==> config.mk <==
export PLATFORM = sky130hd
export DESIGN_NAME = disp_seq_ctrl
export DESIGN_NICKNAME = d
export VERILOG_FILES = /design/src/rtl/disp_seq_ctrl.sv
export SDC_FILE = /design/constraint.sdc
export NUM_CORES = 1
export LEC_CHECK = 0
export CAP_MARGIN = 20
export CORE_UTILIZATION = 35
export DETAILED_ROUTE_END_ITERATION = 6
export HOLD_SLACK_MARGIN = 0.12
export PLACE_DENSITY = 0.55
export SLEW_MARGIN = 20
export SYNTH_ARGS = -nofsm -noshare
export SYNTH_HDL_FRONTEND = slang
export SYNTH_SLANG_ARGS = --single-unit
==> constraint.sdc <==
create_clock -name clk -period 2.4 [get_ports clk]
set_input_delay 0.36 -clock clk [delete_from_list [all_inputs] [get_ports clk]]
set_output_delay 0.36 -clock clk [all_outputs]
set_load 0.02 [all_outputs]
==> src/rtl/disp_seq_ctrl.sv <==
// disp_seq_ctrl
//   Sequencer for the 4-digit temperature display path. An update request
//   walks the display mux through change, blank, new, blank, change, commit,
//   blank and finally current. Each dwell phase lasts an exact number of
//   clock cycles (LEN * TICK_DIV).
//
// Ports
//   clk       in   1  system clock, all state on posedge
//   reset     in   1  asynchronous, active-high reset
//   start     in   1  pulse: run the full update sequence (restarts if running)
//   show_now  in   1  pulse: jump straight to showing the current value
//   disp_sel  out  2  display mux: 00 blank, 01 change, 10 new, 11 current
//   commit    out  1  pulse: load new value into current registers
//   done      out  1  pulse: sequence finished normally
//   busy      out  1  high while the sequence is running (states 1..7)
//   phase     out  4  current state code (debug)
module disp_seq_ctrl #(
    parameter int TICK_DIV    = 50,
    parameter int SHOW_TICKS  = 2,
    parameter int BLANK_TICKS = 1
) (
    input  logic       clk,
    input  logic       reset,
    input  logic       start,
    input  logic       show_now,
    output logic [1:0] disp_sel,
    output logic       commit,
    output logic       done,
    output logic       busy,
    output logic [3:0] phase
);

    localparam int DIV_MAX = (TICK_DIV > 2) ? TICK_DIV : 2;
    localparam int LEN_MAX0 = (SHOW_TICKS > BLANK_TICKS) ? SHOW_TICKS : BLANK_TICKS;
    localparam int LEN_MAX = (LEN_MAX0 > 2) ? LEN_MAX0 : 2;
    localparam int DIV_W = $clog2(DIV_MAX);
    localparam int DWL_W = $clog2(LEN_MAX);

    localparam logic [DIV_W-1:0] DIV_LAST   = DIV_W'(TICK_DIV - 1);
    localparam logic [DWL_W-1:0] SHOW_LAST  = DWL_W'(SHOW_TICKS - 1);
    localparam logic [DWL_W-1:0] BLANK_LAST = DWL_W'(BLANK_TICKS - 1);

    typedef enum logic [3:0] {
        IDLE      = 4'd0,
        SHOW_CHG1 = 4'd1,
        BLANK1    = 4'd2,
        SHOW_NEW  = 4'd3,
        BLANK2    = 4'd4,
        SHOW_CHG2 = 4'd5,
        COMMIT    = 4'd6,
        BLANK3    = 4'd7,
        SHOW_CUR  = 4'd8
    } state_e;

    state_e           state_q, state_d;
    logic [DIV_W-1:0] div_q, div_d;
    logic [DWL_W-1:0] dwell_q, dwell_d;
    logic             done_q, done_d;
    logic             is_show_s;
    logic             is_blank_s;
    logic [DWL_W-1:0] len_last_s;
    state_e           dwell_next_s;

    // State, counters and the done flag; reset drops everything to IDLE at once.
    always_ff @(posedge clk or posedge reset) begin
        if (reset) begin
            state_q <= IDLE;
            div_q   <= '0;
            dwell_q <= '0;
            done_q  <= 1'b0;
        end else begin
            state_q <= state_d;
            div_q   <= div_d;
            dwell_q <= dwell_d;
            done_q  <= done_d;
        end
    end

    // Classify the current dwell state and pick its length and successor.
    always_comb begin
        is_show_s    = 1'b0;
        is_blank_s   = 1'b0;
        dwell_next_s = state_q;
        case (state_q)
            SHOW_CHG1: begin is_show_s  = 1'b1; dwell_next_s = BLANK1;    end
            BLANK1:    begin is_blank_s = 1'b1; dwell_next_s = SHOW_NEW;  end
            SHOW_NEW:  begin is_show_s  = 1'b1; dwell_next_s = BLANK2;    end
            BLANK2:    begin is_blank_s = 1'b1; dwell_next_s = SHOW_CHG2; end
            SHOW_CHG2: begin is_show_s  = 1'b1; dwell_next_s = COMMIT;    end
            BLANK3:    begin is_blank_s = 1'b1; dwell_next_s = SHOW_CUR;  end
            default:   begin dwell_next_s = state_q;                      end
        endcase
        if (is_show_s) begin
            len_last_s = SHOW_LAST;
        end else begin
            len_last_s = BLANK_LAST;
        end
    end

    // Next-state logic; requests override the sequence, show_now beats start.
    always_comb begin
        state_d = state_q;
        div_d   = '0;
        dwell_d = '0;
        done_d  = 1'b0;
        if (show_now) begin
            state_d = SHOW_CUR;
        end else if (start) begin
            state_d = SHOW_CHG1;
        end else if (is_show_s || is_blank_s) begin
            if (div_q == DIV_LAST) begin
                if (dwell_q == len_last_s) begin
                    // Counters restart from zero in the next state.
                    state_d = dwell_next_s;
                    done_d  = (state_q == BLANK3);
                end else begin
                    dwell_d = dwell_q + {{(DWL_W-1){1'b0}}, 1'b1};
                end
            end else begin
                div_d   = div_q + {{(DIV_W-1){1'b0}}, 1'b1};
                dwell_d = dwell_q;
            end
        end else if (state_q == COMMIT) begin
            state_d = BLANK3;
        end else begin
            state_d = state_q;
        end
    end

    // Outputs decode straight from registered state, so they are glitch-free.
    always_comb begin
        case (state_q)
            SHOW_CHG1, SHOW_CHG2: disp_sel = 2'b01;
            SHOW_NEW:             disp_sel = 2'b10;
            SHOW_CUR:             disp_sel = 2'b11;
            default:              disp_sel = 2'b00;
        endcase
        commit = (state_q == COMMIT);
        busy   = (state_q != IDLE) && (state_q != SHOW_CUR);
        done   = done_q;
        phase  = state_q;
    end

endmodule

==> results.sh, run 1 <==
export IMPL_design_area_sq_um=888
export IMPL_fin_nets=103
export IMPL_grt_pass1_wl_um=2350
export IMPL_layout_common_cells="nor2_1, dfrtp_1, clkdlybuf4s50_1"
export IMPL_die_h_um=47.5
export IMPL_synthCells=82
export IMPL_ys_ff_latch=12
export IMPL_die_x_um=47.5
export IMPL_grt_max_degree=16
export IMPL_worst_setup_path_start_kind="register"
export IMPL_avgRoutedWirePerCell_um=12.8
export IMPL_die_area_sq_mm=0.00226
export IMPL_p_leak_nw=0.402
export IMPL_reg2reg_slack_ps=320
export IMPL_synth_area_sq_um=724
export IMPL_area_delta_synth_final_pct=22.6
export IMPL_hp_class="primary input to async pin"
export IMPL_initial_utilization=0.369
export IMPL_finalCritPeriodShare=0.938
export IMPL_power_density_mw_per_mm2=452
export IMPL_worstPathArrival_ps=1890
export IMPL_holdBufCountCts=0
export IMPL_final_common_cell="nor2_1"
export IMPL_path_class="register to output port"
export IMPL_path_clk_slew_ps=70
export IMPL_r2r_end="phase[0]"
export IMPL_diodes=0
export IMPL_slew_violations=0
export IMPL_routed_via_density=5.12
export IMPL_outcome="finished, final reports clean"
export IMPL_place_congestion=0.820
export IMPL_coreArea_sq_mm=0.00196
export IMPL_drive_above_1_share=0.0745
export IMPL_rsz0062_at_grt="false"
export IMPL_ant_nets=0
export IMPL_ys_types=32
export IMPL_drc=0
export IMPL_row_count=16
export IMPL_hold_viol=0
export IMPL_relSlewSlack=0.692
export IMPL_place_area_sq_um=866
export IMPL_crit_start="phase[0]"
export IMPL_required_ps=2040
export IMPL_ys_flop_type="dfrtp_1"
export IMPL_grt_pass1_vias=551
export IMPL_r2r_start="phase[0]"
export IMPL_path_max_fanout=12
export IMPL_overflow=0
export IMPL_vias=620
export IMPL_antenna_found_initial=0
export IMPL_period_minus_slack_ps=2250
export IMPL_cts_buffers=3
export IMPL_ys_warn_count=0
export IMPL_drt_total_wl_um=1550
export IMPL_vdd_drop_max_uv=166
export IMPL_clockRootBuffer="clkbuf_4"
export IMPL_avgSynthCellArea_sq_um=8.83
export IMPL_firstDrtPassIters=2
export IMPL_clock_sinks=12
export IMPL_worst_pin_slew_ps=461
export IMPL_post_cts_resized=0
export IMPL_critPathCapture="disp_sel[0]"
export IMPL_grt_usage=0.151
export IMPL_drt_initial_drc_count=13
export IMPL_cts_setup_buffers=0
export IMPL_clockBufferDepth=2
export IMPL_h_tree_depth=1
export IMPL_synthArstFlopShare=1.00
export IMPL_yosysSeqAreaShare=0.415
export IMPL_synth_edf_count=0
export IMPL_finClkSkew_ps=2.19
export IMPL_tritoncts="done"
export IMPL_clk_latency_ps=270
export IMPL_max_cap_viol_count=0
export IMPL_synth_nets=89
export IMPL_port_buffers=12
export IMPL_post_route_util=0.453
export IMPL_fin_tns_setup_ps=0
export IMPL_endpoint_kind="output port"
export IMPL_num_io_pins=13
export IMPL_r2r_cells=7
export IMPL_dp_hpwl_um=1100
export IMPL_setup_violations=0
export IMPL_fmax_mhz=444
kinds of logic (layout without fill, tap and decap cells):
group	after synthesis	after routing	share of synthesized area
AO/OA/AOI/OAI	16	16	0.143
adder cells (fa/ha/maj)	4	4	0.0656
buffers and inverters	10	22	0.0639
XOR/XNOR	5	5	0.0605
AND/OR/NAND/NOR	34	34	0.238
multiplexers	1	1	0.0138
flip-flops	12	12	0.415
worst max-delay path, cell delays in order, from the launching register on:
cell	delay, ps
dfrtp_1	500
or3_1	350
a21oi_1	150
clkdlybuf4s50_1	620
routing by layer:
layer	GRT usage	part of all wire
met4	0.103	0.012
met3	0.0113	0.026
met5	0	0
met1	0.183	0.49
met2	0.255	0.47
cell usage after synthesis (3+ instances only):
master | instances | share of area
inv_1 | 5 | 0.026
a31oi_1 | 4 | 0.035
a21oi_1 | 5 | 0.035
ha_1 | 3 | 0.052
dfrtp_1 | 12 | 0.41
xor2_1 | 3 | 0.036
nor2_1 | 16 | 0.083
nand2_1 | 4 | 0.021
clkbuf_1 | 3 | 0.016
flip-flops by register name (all words and copies together), names as in the netlist:
signal	flops
div_q	6
done	1
dwell_q	1
phase	4
power breakdown:
| part | switching, mW | leakage (nW) | total (mW) | internal (mW) |
|---|---|---|---|---|
| clock | 0.0637 | 0.0138 | 0.122 | 0.0580 |
| combinational | 0.0385 | 0.225 | 0.0697 | 0.0312 |
| sequential | 0.00516 | 0.163 | 0.210 | 0.205 |
| total | 0.107 | 0.402 | 0.402 | 0.294 |
worst min path at each step:
stage / depth (start not counted) / slack [ps] / to / start
global route: 2 / 450 / div_q[0] / reset
floorplan: 1 / 220 / div_q[0] / reset
CTS: 2 / 410 / done / reset
detailed placement: 1 / 490 / div_q[0] / div_q[0]
global placement: 1 / 490 / div_q[0] / div_q[0]
finish: 2 / 400 / div_q[2] / reset
area by class of cell:
type	instances	area, sq um
sequential	12	300
fill	225	1070
multi-input combinational	60	378
timing repair buffer	14	135
inverter	5	18.8
clock buffer	3	22.5
tap	27	33.8
per-stage QoR:
stage	hold WS, ps	power (mW)	setup WS, ps	cells
2_1_floorplan	225	0.254	299	82
3_3_place_gp	489	0.284	376	118
3_5_place_dp	494	0.284	345	118
4_1_cts	411	0.411	123	121
5_1_grt	447	0.423	31.8	121
6_report	398	0.402	148	121
(Power assumes the default switching activity.)
==> inputs of run 2 (changes only) <==
--- a/config.mk
+++ b/config.mk
@@ -6,6 +6,7 @@
 export NUM_CORES = 1
 export LEC_CHECK = 0
 export CAP_MARGIN = 20
+export CORE_ASPECT_RATIO = 1.4
 export CORE_UTILIZATION = 35
 export DETAILED_ROUTE_END_ITERATION = 6
 export HOLD_SLACK_MARGIN = 0.12
@@ -14,3 +15,4 @@
 export SYNTH_ARGS = -nofsm -noshare
 export SYNTH_HDL_FRONTEND = slang
 export SYNTH_SLANG_ARGS = --single-unit
+export TNS_END_PERCENT = 20
==> constraint.sdc (replaced) <==
create_clock -name clk -period 2.8 [get_ports clk]
set_input_delay 0.42 -clock clk [delete_from_list [all_inputs] [get_ports clk]]
set_output_delay 0.42 -clock clk [all_outputs]
set_load 0.02 [all_outputs]
==> results.sh, run 2 (synthesis gave the netlist of run 1 again) <==
export IMPL_outcome="finished, final reports clean"
export IMPL_antenna_found_initial=0
export IMPL_pre_cts_slack_ps=671
export IMPL_cts_buffers=3
export IMPL_fin_tns_setup_ps=0
export IMPL_die_area_sq_mm=0.00226
export IMPL_avgRoutedWirePerCell_um=13.3
export IMPL_fin_nets=101
export IMPL_design_area_sq_um=880
export IMPL_post_cts_resized=0
export IMPL_layout_common_cells="nor2_1, dfrtp_1, clkdlybuf4s50_1"
export IMPL_grt_pass1_wl_um=2430
export IMPL_worstPathArrival_ps=2030
export IMPL_vias=628
export IMPL_busiest_layer="met2"
export IMPL_grt_use_met3=0.0440
export IMPL_cts_setup_buffers=0
export IMPL_rsz0062_at_grt="false"
export IMPL_firstDrtPassIters=4
export IMPL_fmax_mhz=409
export IMPL_ant_nets=0
export IMPL_num_io_pins=13
export IMPL_post_route_util=0.451
export IMPL_place_congestion=0.721
export IMPL_power_density_mw_per_mm2=427
export IMPL_p_leak_nw=0.399
export IMPL_endpoint_kind="output port"
export IMPL_port_buffers=12
export IMPL_grt_max_degree=16
export IMPL_finClkSkew_ps=1.03
export IMPL_hp_class="primary input to async pin"
export IMPL_n_fill_cell=216
export IMPL_row_count=19
export IMPL_cp_slowest_cell="clkdlybuf4s50_1"
export IMPL_drive_above_1_share=0.0645
export IMPL_slew_violations=0
export IMPL_vdd_drop_max_uv=247
export IMPL_clock_sinks=12
export IMPL_place_area_sq_um=843
export IMPL_worst_pin_slew_ps=442
export IMPL_setup_violations=0
export IMPL_overflow=0
export IMPL_coreArea_sq_mm=0.00195
export IMPL_fin_ws_ps=352
export IMPL_largest_reg_flops=6
export IMPL_initial_utilization=0.372
export IMPL_max_cap_viol_count=0
export IMPL_drt_initial_drc_count=9
export IMPL_finalCritPeriodShare=0.874
export IMPL_relSlewSlack=0.705
export IMPL_routed_via_density=5.51
export IMPL_hold_viol=0
export IMPL_tritoncts="done"
export IMPL_h_tree_depth=1
export IMPL_r2r_cells=8
export IMPL_met2_usage=0.231
export IMPL_area_delta_synth_final_pct=21.4
export IMPL_path_max_fanout=8
export IMPL_path_clk_slew_ps=70
export IMPL_max_stage_delay_ps=620
export IMPL_cp_cell_sequence="inv_1 -> or3_1 -> a21oi_1 -> clkdlybuf4s50_1"
export IMPL_die_h_um=55.8
export IMPL_clockRootBuffer="clkbuf_4"
export IMPL_drc=0
export IMPL_grt_usage=0.155
export IMPL_final_common_cell="nor2_1"
export IMPL_grt_pass1_vias=587
export IMPL_required_ps=2380
export IMPL_clk_latency_ps=270
export IMPL_largest_register="div_q"
export IMPL_period_minus_slack_ps=2450
export IMPL_met1_usage=0.183
export IMPL_holdBufCountCts=0
export IMPL_path_class="register to output port"
export IMPL_clockBufferDepth=2
export IMPL_diodes=0
export IMPL_worst_setup_path_start_kind="register"
export IMPL_dp_hpwl_um=1120
export IMPL_die_x_um=40.5
export IMPL_drt_total_wl_um=1520
run 2: critical path, delay by kind of cell (launching register included):
kind	cells	cell delay, ps
compound gates	1	140
buf+inv	2	740
flops	1	490
simple gates	1	380
run 2: path summary, 6_finish.rpt:
kind | endpoint | startpoint | slack [ps]
worst max-delay path | disp_sel[0] | phase[3] | 350
worst max register to register | phase[0] | phase[3] | 770
worst min register to register | div_q[0] | div_q[0] | 500
worst min-delay path | done | reset | 440
max in group asynchronous | div_q[4] | reset | 2060
min in group clk | div_q[0] | div_q[0] | 500
run 2: layout make-up:
type                    count  area [sq um]  share of cell area
multi-input cells          60           378               0.430
flip-flops and latches     12           300               0.341
repair buffers             12           120               0.137
clock buffers               4          36.3              0.0413
inverters                   5          18.8              0.0213
well taps                  21          26.3              0.0299
run 2: through the flow:
stage / total power, mW / cells / hold WS, ps
6_report: 0.375 / 114 / 441
4_1_cts: 0.381 / 114 / 460
3_3_place_gp: 0.241 / 110 / 489
2_1_floorplan: 0.217 / 82 / 285
3_5_place_dp: 0.241 / 110 / 501
5_1_grt: 0.391 / 114 / 516
run 2: where the power goes:
part	internal [mW]	switching, mW
sequential	0.176	0.00635
combinational	0.0252	0.0301
clock	0.0791	0.0587
total	0.280	0.0952
run 2: layer usage:
metal,vias to the layer above,wire length [um]
li1,303,-
met1,301,664
met2,17,737
met3,7,60
met4,0,57
met5,-,0
==> inputs of run 3 (changes only) <==
--- a/config.mk
+++ b/config.mk
@@ -15,4 +15,4 @@
 export SYNTH_ARGS = -nofsm -noshare
 export SYNTH_HDL_FRONTEND = slang
 export SYNTH_SLANG_ARGS = --single-unit
-export TNS_END_PERCENT = 20
+export TNS_END_PERCENT = 1
==> results of run 3 <==
The final DEF is identical to that of run 2; final timing and power are the same.
